<file path="src/rtl/final_add_arbiter.sv">
// Two-requester arbiter in front of a shared carry-chain adder with a one-entry result register.
// Define FINAL_ADD_FIXED_PRIO_EN for fixed priority (requester 0 wins); default is round-robin.
module final_add_arbiter (
  input  logic        clk,
  input  logic        rst_n,
  input  logic        req0_valid,
  input  logic        req1_valid,
  output logic        req0_ready,
  output logic        req1_ready,
  input  logic [40:4] req0_prop,
  input  logic [40:4] req0_gen,
  input  logic        req0_cin,
  input  logic [40:4] req1_prop,
  input  logic [40:4] req1_gen,
  input  logic        req1_cin,
  output logic [40:4] add_prop,
  output logic [40:4] add_gen,
  output logic        add_cin,
  input  logic [41:4] add_sum,
  output logic        out_valid,
  input  logic        out_ready,
  output logic [41:4] out_product,
  output logic        out_id,
  output logic [15:0] done_cnt
);

  typedef enum logic {EMPTY, FULL} state_t;

  state_t state, state_nxt;
  logic   can_accept;
  logic   drain;
  logic   gnt0, gnt1, grant;

  // State register
  always_ff @(posedge clk) begin
    if (!rst_n) state <= EMPTY;
    else        state <= state_nxt;
  end

  // Next-state logic
  always_comb begin
    state_nxt = state;
    case (state)
      EMPTY:   if (grant) state_nxt = FULL;
      FULL:    if (drain && !grant) state_nxt = EMPTY;
      default: state_nxt = EMPTY;
    endcase
  end

  // Output logic
  always_comb begin
    out_valid = (state == FULL);
  end

  assign drain      = out_valid && out_ready;
  assign can_accept = (state == EMPTY) || drain;

`ifdef FINAL_ADD_FIXED_PRIO_EN
  always_comb begin
    gnt0 = rst_n && can_accept && req0_valid;
    gnt1 = rst_n && can_accept && req1_valid && !req0_valid;
  end
`else
  // last_grant holds the index granted most recently; the other side wins a tie.
  logic last_grant;

  always_comb begin
    gnt0 = rst_n && can_accept && req0_valid && (!req1_valid || last_grant);
    gnt1 = rst_n && can_accept && req1_valid && (!req0_valid || !last_grant);
  end

  always_ff @(posedge clk) begin
    if (!rst_n)     last_grant <= 1'b1;
    else if (grant) last_grant <= gnt1;
  end
`endif

  assign grant      = gnt0 || gnt1;
  assign req0_ready = gnt0;
  assign req1_ready = gnt1;

  always_comb begin
    add_prop = '0;
    add_gen  = '0;
    add_cin  = 1'b0;
    if (gnt0) begin
      add_prop = req0_prop;
      add_gen  = req0_gen;
      add_cin  = req0_cin;
    end else if (gnt1) begin
      add_prop = req1_prop;
      add_gen  = req1_gen;
      add_cin  = req1_cin;
    end
  end

  always_ff @(posedge clk) begin
    if (!rst_n) begin
      out_product <= '0;
      out_id      <= 1'b0;
    end else if (grant) begin
      out_product <= add_sum;
      out_id      <= gnt1;
    end
  end

  always_ff @(posedge clk) begin
    if (!rst_n)                        done_cnt <= '0;
    else if (drain && done_cnt != '1)  done_cnt <= done_cnt + 16'd1;
  end

endmodule

</file>
<file path="config.mk">
export PLATFORM = sky130hd
export DESIGN_NAME = final_add_arbiter
export DESIGN_NICKNAME = d
export VERILOG_FILES = /design/src/rtl/final_add_arbiter.sv
export SDC_FILE = /design/constraint.sdc
export NUM_CORES = 1
export LEC_CHECK = 0
export ABC_CLOCK_PERIOD_IN_PS = 2100
export CORE_AREA = 2 2 127 129
export DETAILED_ROUTE_END_ITERATION = 6
export DIE_AREA = 0 0 129 131
export GPL_TIMING_DRIVEN = 0
export PLACE_DENSITY = 0.6
export SETUP_SLACK_MARGIN = 0.02
export SLEW_MARGIN = 0
export SYNTH_ARGS = -nofsm -noshare
export SYNTH_HDL_FRONTEND = slang
export SYNTH_SLANG_ARGS = --single-unit
</file>
<file path="constraint.sdc">
create_clock -name clk -period 2.1 [get_ports clk]
set_input_delay 0.21 -clock clk [delete_from_list [all_inputs] [get_ports clk]]
set_output_delay 0.21 -clock clk [all_outputs]
set_load 0.02 [all_outputs]
</file>
==> out/results.env <==
GRT_FIRST_PASS_WIRELENGTH_MM=24.8
PLACEMENT_ROWS=46
REG2REGPATHDEPTH=5
CLOCK_PATH_BUFFERS=2
NUMBER_OF_ANTENNA_VIOLATIONS_AT_THE_FIRST_CHECK_IN_GLOBAL_ROUTING=0
WORST_MIN_PATH_START='add_sum[13]'
SEQUENTIAL_ELEMENT_SHARE_OF_THE_SYNTHESIZED_AREA_PCT=37.7
SYNTHESIS_STAGE_REGISTER_BIT_COUNT=57
SYNTH_TOP_FLOP_CELL='dfxtp_1'
POST-PLACE-WS_NS=-1.22
POST_SYNTH_INSTANCE_AREA_UM2=3030
FINAL.SETUP.TNS_NS=0
GROUTE.USAGE.OVERALL_PCT=19.6
POST_DETAILED_ROUTE_DRC_MARKER_COUNT=0
DRIVE_GT1_SHARE_PCT=19.0
RANKING_OF_SYNTHESIZED_CELLS_BY_INSTANCE_COUNT='nand2_1, a22o_1, dfxtp_1, a21oi_1, clkbuf_1'
SYNTHDOMINANTAREACELLTYPE='dfxtp_1'
FINAL_MIN_PERIOD_OVER_CLOCK_PERIOD_PCT=98.2
CELLPOWERDENSITY_nW_PER_UM2=545
STARTING_DENSITY_PCT=19.4
CORE_AREA_UM2=15600
SYNTHESIS.YOSYS.WARNINGS=0
LAYOUT_MIN_CYCLE_TIME_NS=2.06
SLEW_WORST_PIN_NS=0.545
SYNTHXORXNORAREAFRAC_PCT=0.289
DRT_ITER0_DRCS=163
ANTENNA_CELL_COUNT=0
FINAL-MAX-SLEW-VIOLATION-COUNT=0
AREA_SHARE_OF_FA_HA_MAJ_CELLS_AFTER_SYNTHESIS_PCT=0.413
CRITICAL_PATH.MAX_FANOUT=10
CLKSINKCOUNT=57
SETUP.WORST_PATH.END_CLASS='output pin'
DP_HPWL_MM=14.5
IO-PIN-COUNT=326
GRT_SETUP_UNREPAIRED='yes'
HOLD_VIOL_FINAL=0
COMPOUND_GATE_FRACTION_OF_SYNTH_AREA_PCT=34.1
POSTSYNTHNETCOUNT=563
WORST_REG2REG_STARTPOINT='done_cnt[1]'
POST_SYNTH_AND_OR_NAND_NOR_AREA_FRACTION_PCT=21.7
YOSYSMOSTFREQUENTCELL='nand2_1'
WL_PER_CELL_UM=19.1
R2R_SLACK_NS=0.20
ROUTED_WL_MM=17.9
SYNTH_TOP_FAMILY_BY_AREA='compound AO/OA/AOI/OAI gates'
CHIPWIDTH_UM=129
CRITPATHARRIVALTIME_NS=1.85
FIRST_GLOBAL_VIAS=4284
START_KIND='flop'
SYNTH.AREA.MUX_SHARE_PCT=0.991
CRITICAL_PATH_CLASS='reg2out'
REGTOREGENDPOINT='done_cnt[14]'
CTS-BUFFERS-INSERTED=9
NUM_VIAS=4300
IO_BUFFERS=325
GRT_MAX_DEGREE=11
WORST_PATH_CLK_SLEW_NS=0.05
SYNTH.AREA.TOP_CELLS='dfxtp_1, a22o_1, nand2_1'
FINALSETUPVIOLATIONS=0
SYNTH_CELLS=369
SYN-MEAN-INSTANCE-AREA_UM2=8.21
CLOCK_TREE.HTREE_LEVEL_COUNT=3
CLOCK-ROOT-BUFFER='clkbuf_16'
SYNTHTOLAYOUTAREAGROWTH_PCT=134
POST_CTS_HOLD_BUFFER_COUNT=0
DRTANTENNAVIOLNETS=0
MAXSLEWHEADROOM_PCT=63.7
POWER_LEAKAGE_uW=0.00290
HOLD_REMOVAL_PATH_CLASS='in2reg'
MAX_CAP_VIOLATIONS=0
HOLD_END='out_product[13]'
TIMING.FMAX_MHz=485
SYNTH_CELL_TYPE_COUNT=39
STATUS='finished clean'
DIE_H_UM=131
TRITONCTS_CLOCK_TREE='done'
WORST_SKEW_PAIR.LATE_LATENCY_NS=0.32
GLOBAL_PLACEMENT_ROUTABILITY_CONGESTION=0.844
CLOCK-SKEW-FINAL_NS=0.00538
FIRSTDRTPASSITERS=4
YOSYS.AREA.TOP_TYPE_SHARE_PCT=37.7
FRACTION_OF_REGISTERS_WITH_ASYNC_SET_RESET_PCT=0
VIA_PER_INST=4.58
IR_DROP_mV=0.292
SYNTH_ENABLE_FLOP_CELLS=0
CRITPATHREQUIREDTIME_NS=1.89
DESIGN.DIE.AREA_UM2=16900
GRT_REMAINING_OVERFLOW=0
WORST_SLACK_NS=0.0378
MIN_PATH_CELLS=3
FINAL_NETS=912
stage by stage:
stage	util (%)	std cells	instance area (um^2)	power (uW)	hold WS, ns
floorplan	-	369	3030	1610	0.350
global placement	42.0	910	6550	2370	0.440
detailed placement	42.0	910	6550	2370	0.443
CTS	43.7	931	6810	3820	0.434
global route	45.4	938	7080	4030	0.448
finish	45.4	938	7080	3860	0.441
cell families after synthesis:
group,count (synthesis)
compound gates,142
simple gates,129
flops,57
buf+inv,36
mux,3
xor+xnor,1
fa+ha+maj,1
sequential cells by signal, summed over array words and instances, names as in the netlist:
| signal | count |
|---|---|
| out_id | 1 |
| last_grant | 1 |
| out_product | 38 |
| done_cnt | 16 |
| out_valid | 1 |
metal layers:
| layer | vias up | GRT usage (%) | wire length [um] |
|---|---|---|---|
| li1 | 2075 | - | - |
| met1 | 2032 | 23.4 | 6980 |
| met2 | 178 | 34.2 | 9170 |
| met3 | 15 | 5.70 | 1520 |
| met4 | 0 | 5.37 | 233 |
| met5 | - | 0 | 0 |
worst max-delay path by stage:
stage                     start            to  slack (ns)
finish                out_valid  add_prop[37]        0.04
global route          out_valid  add_prop[34]       -0.04
CTS                   out_valid   add_gen[39]       -0.03
detailed placement    out_ready  add_prop[26]       -1.22
global placement      out_ready  add_prop[26]       -1.19
floorplan           done_cnt[0]  done_cnt[14]        0.27
where the power goes:
part	switching, uW	total (uW)	internal [uW]
registers	28.1	1160	1130
clock network	487	1460	971
logic	548	1240	694
worst max-delay path, cell delays in order, from the launching register on:
cell           delay, ns
dfxtp_4             0.35
nand2b_4            0.08
nand2_4             0.07
a211oi_4            0.32
buf_4               0.24
a22o_1              0.14
dlygate4sd2_1       0.34
layout by cell type, fill, tap and decap left out, types with 9 or more instances in the layout:
cell	count
a21oi_1	47
a22o_1	71
buf_2	28
buf_4	21
buf_6	35
clkbuf_1	9
clkbuf_16	12
clkdlybuf4s50_1	244
dfxtp_1	55
dlygate4sd2_1	9
nand2_1	89
final cells by class:
type / instances / area, um^2
fill: 1552 / 8520
timing repair buffer: 338 / 3270
multi-input combinational: 276 / 1830
clock buffer: 12 / 256
sequential: 57 / 1150
inverter: 5 / 18.8
buffer: 31 / 250
clock inverter: 3 / 40.0
tap: 216 / 270
timing repair:
action                                 in CTS  in global routing
buffers inserted                            6                  4
pin swaps                                   5                 12
resized for setup                         322                112
gates cloned                                0                  3
setup endpoints to repair                  78                 65
endpoints found under the hold margin       0                  0
No activity file was read; power rests on OpenSTA's default activity.
